--- src/rtl/mem_access_ctrl.sv ---
`default_nettype none
// ============================================================================
// Module      : mem_access_ctrl
// Description : Sequences every RAM access of the CPU. It latches the memory
//               address register (MAR), strobes RAM read or write, waits out
//               the RAM read latency, captures read data into the MDR and
//               returns a one-cycle completion pulse. Two requesters
//               (instruction fetch, read-only, and data load/store) share the
//               single RAM port under round-robin arbitration.
// Ports       : clock      - system clock, all state changes on posedge
//               clear      - synchronous active-high reset
//               if_req/if_addr/if_ack            - fetch requester
//               d_req/d_we/d_addr/d_wdata/d_ack  - data requester
//               rd_data    - registered read data (MDR)
//               ram_addr   - registered RAM address (MAR)
//               ram_wdata  - registered store data
//               ram_read/ram_write - RAM strobes
//               ram_rdata  - RAM read data, valid RAM_LAT cycles after ram_read
//               busy       - high whenever the controller is not idle
// Revision    : 1.0 - initial release
// ============================================================================
module mem_access_ctrl #(
    parameter int ADDR_W  = 9,
    parameter int DATA_W  = 32,
    parameter int RAM_LAT = 1
) (
    input  logic              clock,
    input  logic              clear,
    input  logic              if_req,
    input  logic [ADDR_W-1:0] if_addr,
    output logic              if_ack,
    input  logic              d_req,
    input  logic              d_we,
    input  logic [ADDR_W-1:0] d_addr,
    input  logic [DATA_W-1:0] d_wdata,
    output logic              d_ack,
    output logic [DATA_W-1:0] rd_data,
    output logic [ADDR_W-1:0] ram_addr,
    output logic [DATA_W-1:0] ram_wdata,
    output logic              ram_read,
    output logic              ram_write,
    input  logic [DATA_W-1:0] ram_rdata,
    output logic              busy
);

    localparam int CNT_W = $clog2(RAM_LAT + 1);
    localparam logic [CNT_W-1:0] c_LAT = CNT_W'(RAM_LAT);
    localparam logic [CNT_W-1:0] c_ONE = CNT_W'(1);

    typedef enum logic [1:0] {
        ST_IDLE   = 2'd0,
        ST_ACCESS = 2'd1,
        ST_WAIT   = 2'd2,
        ST_DONE   = 2'd3
    } state_t;

    state_t             r_state,     w_state_nxt;
    logic [CNT_W-1:0]   r_cnt,       w_cnt_nxt;
    logic               r_last_data, w_last_data_nxt;  // 1: data won the last grant
    logic               r_grant_data, w_grant_data_nxt;
    logic               r_we,        w_we_nxt;
    logic [ADDR_W-1:0]  r_addr,      w_addr_nxt;
    logic [DATA_W-1:0]  r_wdata,     w_wdata_nxt;
    logic [DATA_W-1:0]  r_rd_data,   w_rd_data_nxt;
    logic               r_read,      w_read_nxt;
    logic               r_write,     w_write_nxt;
    logic               r_if_ack,    w_if_ack_nxt;
    logic               r_d_ack,     w_d_ack_nxt;
    logic               r_busy,      w_busy_nxt;
    logic               w_pick_data;
    logic               w_store;

    // Data wins when it is the only requester, or on a tie when fetch was
    // served last.
    assign w_pick_data = d_req && (!if_req || !r_last_data);
    assign w_store     = w_pick_data && d_we;

    always_comb begin
        w_state_nxt      = r_state;
        w_cnt_nxt        = r_cnt;
        w_last_data_nxt  = r_last_data;
        w_grant_data_nxt = r_grant_data;
        w_we_nxt         = r_we;
        w_addr_nxt       = r_addr;
        w_wdata_nxt      = r_wdata;
        w_rd_data_nxt    = r_rd_data;
        w_read_nxt       = 1'b0;
        w_write_nxt      = 1'b0;
        w_if_ack_nxt     = 1'b0;
        w_d_ack_nxt      = 1'b0;

        case (r_state)
            ST_IDLE: begin
                if (if_req || d_req) begin
                    w_grant_data_nxt = w_pick_data;
                    w_last_data_nxt  = w_pick_data;
                    w_we_nxt         = w_store;
                    w_addr_nxt       = w_pick_data ? d_addr : if_addr;
                    if (w_store) begin
                        w_wdata_nxt = d_wdata;
                    end
                    // Strobes are registered, so they are raised here to be
                    // visible during the ACCESS cycle.
                    w_read_nxt  = !w_store;
                    w_write_nxt = w_store;
                    w_state_nxt = ST_ACCESS;
                end
            end
            ST_ACCESS: begin
                if (r_we) begin
                    w_d_ack_nxt = 1'b1;
                    w_state_nxt = ST_DONE;
                end else begin
                    w_cnt_nxt   = c_LAT;
                    w_state_nxt = ST_WAIT;
                end
            end
            ST_WAIT: begin
                w_cnt_nxt = r_cnt - c_ONE;
                // Counter never legally reaches 0 here; <= guards against a
                // stuck state if it ever did.
                if (r_cnt <= c_ONE) begin
                    w_rd_data_nxt = ram_rdata;
                    w_if_ack_nxt  = !r_grant_data;
                    w_d_ack_nxt   = r_grant_data;
                    w_state_nxt   = ST_DONE;
                end
            end
            ST_DONE: begin
                w_state_nxt = ST_IDLE;
            end
            default: begin
                w_state_nxt = ST_IDLE;
            end
        endcase

        w_busy_nxt = (w_state_nxt != ST_IDLE);
    end

    always_ff @(posedge clock) begin
        if (clear) begin
            r_state      <= ST_IDLE;
            r_cnt        <= '0;
            r_last_data  <= 1'b1;
            r_grant_data <= 1'b0;
            r_we         <= 1'b0;
            r_addr       <= '0;
            r_wdata      <= '0;
            r_rd_data    <= '0;
            r_read       <= 1'b0;
            r_write      <= 1'b0;
            r_if_ack     <= 1'b0;
            r_d_ack      <= 1'b0;
            r_busy       <= 1'b0;
        end else begin
            r_state      <= w_state_nxt;
            r_cnt        <= w_cnt_nxt;
            r_last_data  <= w_last_data_nxt;
            r_grant_data <= w_grant_data_nxt;
            r_we         <= w_we_nxt;
            r_addr       <= w_addr_nxt;
            r_wdata      <= w_wdata_nxt;
            r_rd_data    <= w_rd_data_nxt;
            r_read       <= w_read_nxt;
            r_write      <= w_write_nxt;
            r_if_ack     <= w_if_ack_nxt;
            r_d_ack      <= w_d_ack_nxt;
            r_busy       <= w_busy_nxt;
        end
    end

    assign ram_addr  = r_addr;
    assign ram_wdata = r_wdata;
    assign ram_read  = r_read;
    assign ram_write = r_write;
    assign rd_data   = r_rd_data;
    assign if_ack    = r_if_ack;
    assign d_ack     = r_d_ack;
    assign busy      = r_busy;

endmodule
`default_nettype wire

--- config.mk ---
export PLATFORM = sky130hd
export DESIGN_NAME = mem_access_ctrl
export DESIGN_NICKNAME = d
export VERILOG_FILES = /design/src/rtl/mem_access_ctrl.sv
export SDC_FILE = /design/constraint.sdc
export NUM_CORES = 1
export LEC_CHECK = 0
export BUFFER_PORTS_ARGS = -buffer_cell sky130_fd_sc_hd__clkbuf_2
export CAP_MARGIN = 5
export CORE_AREA = 2 2 88 90
export CTS_BUF_LIST = sky130_fd_sc_hd__clkbuf_4
export DETAILED_ROUTE_END_ITERATION = 7
export DIE_AREA = 0 0 90 92
export PLACE_DENSITY = 0.91
export SLEW_MARGIN = 20
export SYNTH_ARGS = -nofsm -noshare
export SYNTH_HDL_FRONTEND = slang
export SYNTH_SLANG_ARGS = --single-unit
export TNS_END_PERCENT = 30
--- constraint.sdc ---
create_clock -name clock -period 1.55 [get_ports clock]
set_clock_uncertainty 0.05 [all_clocks]
set_input_delay 0.155 -clock clock [delete_from_list [all_inputs] [get_ports clock]]
set_output_delay 0.155 -clock clock [all_outputs]
set_load 0.02 [all_outputs]
Word level (Yosys, flattened, before mapping)
Cells that the tools add are included.
{ "word_totals": {"output_inout_bits": 78, "register_bits": 84} }
{ "op_classes": {"eq_ne": 4, "n_lt_le_gt_ge": 1, "n_reduce_logical": 17, "n_addsub": 1, "n_bitwise": 4, "n_mux": 10} }
{ "ops": {"columns": ["op", "count"], "rows": [
  ["2-to-1 mux 9 bit", 1],
  ["case mux 2 bit (4 select lines)", 1],
  ["AND reduction 2 bit", 3],
  ["OR reduction 3 bit", 2],
  ["equality test 2 bit, second input constant", 2],
  ["logical NOT 1 bit", 4],
  ["2-to-1 mux 1 bit", 4],
  ["2-to-1 mux 2 bit", 2],
  ["inverter 1 bit", 4],
  ["case mux 1 bit (2 select lines)", 2],
  ["nonzero test 2 bit", 2],
  ["AND reduction 3 bit", 1],
  ["equality test 2 x 1 -> 1 bit, second input constant", 1],
  ["logical AND 1 bit", 2],
  ["logical NOT 2 bit", 1],
  ["logical OR 1 bit", 2],
  ["inequality test 2 bit, second input constant", 1],
  ["less-or-equal comparator 1 bit, second input constant", 1],
  ["subtractor 1 bit, second input constant", 1]
]} }

Depth between registers and ports, before layout
Gate-level depths: netlist of the first run.
{ "logic_depth": {"depth_word": 5, "ltp_mapped": 6, "depth_no_buf": 5} }

Worst setup path before layout of the first run
No wires, ideal clock.
{ "synth_timing": {"path_kind": "flip-flop to flip-flop", "startpoint": "reg r_state[0]", "endpoint": "reg r_addr[2] (netlist: ram_addr[2])", "period_less_slack_ps": 1395, "setup_ps": 86, "path_slack_ps": 155, "arrival_ps": 1259, "path_stages_with_launch": 7, "cell_sequence": "dfxtp_1 > inv_1 > ha_1 > o21ai_1 > buf_2 > a21oi_1 > a211oi_1"} }
{ "synth_via": {"elab_chain_len": 2} }
{ "synth_rtl": {"columns": ["item", "line_no", "text"], "rows": [
  ["from (decl)", "57", "state_t r_state, w_state_nxt;"],
  ["from (signal assigned)", "156", "r_state <= w_state_nxt;"],
  ["logical NOT 2 bit", "92", "case (r_state)"],
  ["AND reduction 2 bit (no source line)", null, null],
  ["to (signal assigned)", "161", "r_addr <= w_addr_nxt;"],
  ["to (decl)", "62", "logic [ADDR_W-1:0] r_addr, w_addr_nxt;"]
]} }
No other way between the ends.
A chain may end at the register's enable or synchronous reset.

Final worst setup path of the first run
{ "layout_timing": {"startpoint": "reg r_state[0]", "endpoint": "reg r_addr[7] (netlist: ram_addr[7])"} }
Same word-level chain as after synthesis.

==> impl_metrics.env, run 1 <==
export IMPL_die_w_um=90
export IMPL_drv_slew=0
export IMPL_htreeDepth=3
export IMPL_finalSetupTns_ps=0
export IMPL_syn_nets=425
export IMPL_cp_top_family="compound AO/OA/AOI/OAI gates"
export IMPL_async_flop_share_pct=0
export IMPL_nNetsFinal=669
export IMPL_max_freq_mhz=677.6
export IMPL_rows=32
export IMPL_static_leakage_power_nw=2.368
export IMPL_cp_buffers_inverters=2
export IMPL_ant_nets=0
export IMPL_route_vias_total=3321
export IMPL_coreArea_um2=7447
export IMPL_die_area_um2=8280
export IMPL_netlist_area_um2=3353
export IMPL_hold_viol=0
export IMPL_cts_made_buffers=9
export IMPL_synth_ff_type="dfxtp_1"
export IMPL_power_density_nw_per_um2=1310
export IMPL_synth_top_cell_area_share_pct=49.55
export IMPL_slowest_delay_ps=400
export IMPL_ff_latch_area_um2=1662
export IMPL_synth_seq_area_share_pct=49.55
export IMPL_drt_total_wl_um=10560
export IMPL_postLayoutCellArea_um2=5294
export IMPL_grt_pass1_vias=3496
export IMPL_vdd_ir_drop_worst_uv=777.0
export IMPL_vias_per_cell=4.848
export IMPL_critPathCaptureType="register"
export IMPL_crit_chain="inv_2, ha_4, o21ai_1, buf_4, a21oi_1, a211oi_1"
export IMPL_critPathArrivalTime_ps=1750
export IMPL_gp_congestion=0.7603
export IMPL_drtIter0Drc=136
export IMPL_multi_input_area_um2=1568
export IMPL_worst_pin_slew_ps=352.3
export IMPL_final_layout_size_suffix_gt1_share_pct=34.48
export IMPL_cts_tree="yes"
export IMPL_grt_pass1_wl_um=16650
export IMPL_synth_seq_cells=83
export IMPL_clk_pin_slew_ps=140
export IMPL_dpl_hpwl_um=5706
export IMPL_grt_usage_pct=25.36
export IMPL_ctsLongestPathBuffers=2
export IMPL_hold_path_class="input port to register"
export IMPL_synth_commonest_cells="dfxtp_1, mux2i_1, nand2b_1"
export IMPL_root_buffer="clkbuf_4"
export IMPL_synth_largest_area_cell="dfxtp_1"
export IMPL_synth_distinct_cells=25
export IMPL_crit_required_ps=1820
export IMPL_cp_max_fo=9
export IMPL_crit_slowest_cell="dfxtp_1"
export IMPL_post_cts_setup_buffer_count=0
export IMPL_avgSynthCellArea_um2=10.04
export IMPL_n_antenna_cell=0
export IMPL_wl_per_cell_um=15.41
export IMPL_num_fill_cells=513
export IMPL_synth_edf_count=0
export IMPL_final_util_pct=71.09
export IMPL_antenna_found_initial=0
export IMPL_syn2layout_area_growth_pct=57.87
export IMPL_clk_latency_ps=410
export IMPL_drc=0
export IMPL_rsz0062_at_grt="false"
export IMPL_port_buffers=164
export IMPL_ys_warn_count=0
export IMPL_startpoint_type="register"
export IMPL_synth_area_leaders="dfxtp_1, mux2i_1, nand2b_1"
export IMPL_layout_min_cycle_time_ps=1476
export IMPL_start_util_pct=45.03
export IMPL_setup_viol=0
export IMPL_maxSlewHeadroom_pct=76.51
export IMPL_status="complete, no violations"
export IMPL_io_pins=165
export IMPL_die_h_um=92
export IMPL_firstDrtPassIters=5
export IMPL_cap_violations=0
export IMPL_finalCritPeriodShare_pct=95.21
export IMPL_synthMostInstantiatedCell="dfxtp_1"
export IMPL_grt_max_degree=51
export IMPL_gr_total_overflow=0
export IMPL_crit_type="register to register"
export IMPL_syn_inst=334
export IMPL_clock_sinks=83
export IMPL_place_area_um2=4279
export IMPL_whs_ps=88.57
-- path summary, 6_finish.rpt --
kind	startpoint	endpoint	slack (ps)	cells past startpoint
worst max-delay path	r_state[0]$_SDFF_PP0_	ram_addr[7]$_SDFFE_PP0P_	70	6
worst min-delay path	d_addr[4]	ram_addr[4]$_SDFFE_PP0P_	90	3
worst max register to register	r_state[0]$_SDFF_PP0_	ram_addr[7]$_SDFFE_PP0P_	70	6
worst min register to register	r_grant_data$_SDFFE_PP0P_	if_ack$_SDFF_PP0_	420	1
-- final cells by class --
class,instances,area share (%)
tap,102,2.411
multi-input combinational,224,29.61
timing repair buffer,257,33.66
clock buffer,9,1.276
inverter,3,0.2127
clock inverter,7,1.442
sequential,83,31.39
-- cells by family (layout without fill, tap and decap cells) --
| group | count (synthesis) | count (layout) | share of synthesized area (%) |
|---|---|---|---|
| and+or+nand+nor | 125 | 125 | 19.14 |
| adders and majority gates | 4 | 4 | 1.493 |
| AOI/OAI and AO/OA | 31 | 31 | 6.231 |
| buffers and inverters | 27 | 276 | 4.477 |
| DFF | 83 | 83 | 49.55 |
| muxes | 64 | 64 | 19.10 |
-- state kept, by name, indices dropped and copies added, names as in the netlist --
name and count:
r_grant_data 1, d_ack 1, rd_data 32, ram_wdata 32, if_ack 1, ram_write 1
r_last_data 1, r_state 2, ram_read 1, busy 1, ram_addr 9, r_we 1
-- where the power goes --
group,internal [W],total [W],switching [W]
registers,0.00255,0.00280,0.000245
clock network,0.000500,0.00127,0.000769
logic,0.00125,0.00287,0.00162
total,0.00430,0.00693,0.00263
-- worst register-to-register path: cells and delay by family (launching register included) --
family,cells,cell delay (ps)
AOI/OAI and AO/OA,3,470
DFF,1,400
buffers and inverters,2,280
adders and majority gates,1,180
-- cell usage in the layout, fill, tap and decap left out, types with 2 or more instances in the layout --
cell type and instances:
buf_12 3, clkinvlp_4 2, a21oi_1 11, nand2_1 10, nor3_1 3, mux2i_1 64
dfxtp_1 83, a22oi_1 2, clkbuf_2 164, a211oi_1 10, clkbuf_4 9, buf_4 7
ha_1 2, nand2b_1 64, dlygate4sd3_1 82, inv_2 2, nor2_1 45, clkinv_4 2
-- metal layers --
metal  GRT usage, %  wire (µm)  up-vias
li1               -          -     1604
met1          26.12       3999     1506
met2          46.55       5424      169
met3          6.738        682       42
met4          14.23        451        0
met5              0          0        -
-- repair_timing --
item	4_1_cts	5_1_grt
setup endpoints to repair	28	25
hold buffers	82	0
hold endpoints to repair	76	0
gates resized for setup	3	5
gates cloned	1	0
-- metrics by stage --
stage | worst slack (ps) | power, W | cells
detailed placement | -18.16 | 0.005350 | 586
finish | 74.28 | 0.006934 | 685
floorplan | 155.3 | 0.004552 | 334
global route | 12.20 | 0.007308 | 685
CTS | 3.738 | 0.006875 | 685
global placement | 95.08 | 0.005249 | 586
Power figures use the tool's default switching activity.
==> inputs of run 2 (changes only) <==
--- a/config.mk
+++ b/config.mk
@@ -12,6 +12,7 @@
 export DETAILED_ROUTE_END_ITERATION = 7
 export DIE_AREA = 0 0 90 92
 export PLACE_DENSITY = 0.91
+export REMOVE_ABC_BUFFERS = 1
 export SLEW_MARGIN = 20
 export SYNTH_ARGS = -nofsm -noshare
 export SYNTH_HDL_FRONTEND = slang
==> impl_metrics.env, run 2 (synthesis gave the netlist of run 1 again) <==
export IMPL_status="complete, no violations"
export IMPL_ant_nets=0
export IMPL_drtIter0Drc=103
export IMPL_num_fill_cells=532
export IMPL_static_leakage_power_nw=2.386
export IMPL_grt_pass1_vias=3418
export IMPL_grt_pass1_wl_um=15950
export IMPL_die_h_um=92
export IMPL_drc=0
export IMPL_critPathArrivalTime_ps=1720
export IMPL_antenna_found_initial=0
export IMPL_crit_slowest_cell="dfxtp_2"
export IMPL_drt_total_wl_um=10150
export IMPL_cp_buffers_inverters=2
export IMPL_power_density_nw_per_um2=1319
export IMPL_dpl_cell_count=585
export IMPL_crit_type="register to register"
export IMPL_grt_max_degree=57
export IMPL_max_freq_mhz=683.0
export IMPL_hold_viol=0
export IMPL_syn2layout_area_growth_pct=58.69
export IMPL_route_vias_total=3349
export IMPL_gr_total_overflow=0
export IMPL_rows=32
export IMPL_maxSlewHeadroom_pct=86.98
export IMPL_cts_made_buffers=9
export IMPL_io_pins=165
export IMPL_final_cell_mix="clkbuf_2, dfxtp_1, dlygate4sd3_1, nand2b_1, mux2i_1"
export IMPL_rsz0062_at_grt="false"
export IMPL_vias_per_cell=4.896
export IMPL_startpoint_type="register"
export IMPL_dpl_hpwl_um=5663
export IMPL_clk_pin_slew_ps=120
export IMPL_cp_max_fo=31
export IMPL_hold_path_class="input port to register"
export IMPL_clock_sinks=83
export IMPL_cp_top_family="flip-flops"
export IMPL_post_cts_setup_buffer_count=0
export IMPL_gp_congestion=0.7463
export IMPL_setup_viol=0
export IMPL_root_buffer="clkbuf_4"
export IMPL_n_antenna_cell=0
export IMPL_worst_pin_slew_ps=189.9
export IMPL_die_w_um=90
export IMPL_coreArea_um2=7447
export IMPL_final_layout_size_suffix_gt1_share_pct=34.71
export IMPL_cap_violations=0
export IMPL_crit_required_ps=1800
export IMPL_grt_usage_pct=23.87
export IMPL_layout_min_cycle_time_ps=1464
export IMPL_drv_slew=0
export IMPL_port_buffers=164
export IMPL_vdd_ir_drop_worst_uv=774.0
export IMPL_cts_tree="yes"
export IMPL_fin_cells=684
export IMPL_finalCritPeriodShare_pct=94.46
export IMPL_wl_per_cell_um=14.85
export IMPL_nNetsFinal=668
export IMPL_whs_ps=97.40
export IMPL_start_util_pct=45.03
export IMPL_firstDrtPassIters=5
export IMPL_ctsLongestPathBuffers=2
export IMPL_final_common_cell="clkbuf_2"
export IMPL_crit_chain="inv_1, ha_2, buf_12, mux2i_1, nor2_1"
export IMPL_critPathCaptureType="register"
export IMPL_slowest_delay_ps=350
export IMPL_clk_latency_ps=400
export IMPL_die_area_um2=8280
export IMPL_htreeDepth=3
## run 2: cell count changes in the layout (fill, tap and decap cells not counted), sizes merged
| cell | before | now |
|---|---|---|
| clkinvlp | 2 | 1 |
| clkinv | 3 | 2 |
| inv | 4 | 3 |
| bufinv | 1 | 2 |
| buf | 11 | 9 |
| clkbuf | 173 | 176 |
## run 2: final timing paths
path / startpoint / end / slack [ps] / cells after the start
max: r_state[0]$_SDFF_PP0_ / rd_data[3]$_SDFFE_PP0N_ / 90 / 5
min: d_addr[5] / ram_addr[5]$_SDFFE_PP0P_ / 100 / 3
max reg2reg: r_state[0]$_SDFF_PP0_ / rd_data[3]$_SDFFE_PP0N_ / 90 / 5
min reg2reg: ram_wdata[1]$_SDFFE_PP0P_ / ram_wdata[1]$_SDFFE_PP0P_ / 430 / 2
## run 2: metrics by stage
| step | setup TNS (ps) | utilization (%) | instance area [µm²] | setup WS, ps | total power [W] |
|---|---|---|---|---|---|
| 2_1_floorplan | -42750 | - | 3214 | -743.4 | 0.004476 |
| 3_3_place_gp | 0 | 57.53 | 4284 | 98.13 | 0.005216 |
| 3_5_place_dp | 0 | 57.53 | 4284 | 17.37 | 0.005320 |
| 4_1_cts | 0 | 70.75 | 5269 | 43.44 | 0.006907 |
| 5_1_grt | 0 | 71.46 | 5321 | 4.201 | 0.007415 |
| 6_report | 0 | 71.46 | 5321 | 85.80 | 0.007021 |
## run 2: worst register-to-register path, stage by stage (launching register included)
cell	delay [ps]
dfxtp_2	350
inv_1	100
ha_2	270
buf_12	250
mux2i_1	280
nor2_1	70
## run 2: final cells by class
type                    count  area, µm²  share of cell area (%)
inverters                   3      11.26                  0.2116
repair buffers            256       1788                   33.60
multi-input cells         224       1572                   29.53
flip-flops and latches     83       1663                   31.25
well taps                 102      127.6                   2.398
clock inverters             5      77.57                   1.458
clock buffers              11      82.58                   1.552
## run 2: power breakdown
part	internal (W)	leakage [nW]	switching [W]
clock	0.000687	0.0868	0.000710
sequential	0.00256	0.677	0.000250
combinational	0.00122	1.62	0.00160
## run 2: per-layer routing
layer / part of all wire (%) / wire [µm] / global-route usage, %
met4: 3.3 / 338 / 13.08
met3: 6.3 / 644 / 5.423
met1: 40 / 4020 / 25.41
met2: 51 / 5150 / 43.67
met5: 0 / 0 / 0
## run 2: what timing repair did
item,4_1_cts,5_1_grt
hold endpoints to repair,76,0
hold buffers,82,0
gates resized for setup,2,7
endpoints found under the setup margin,2,28
gates cloned,0,1
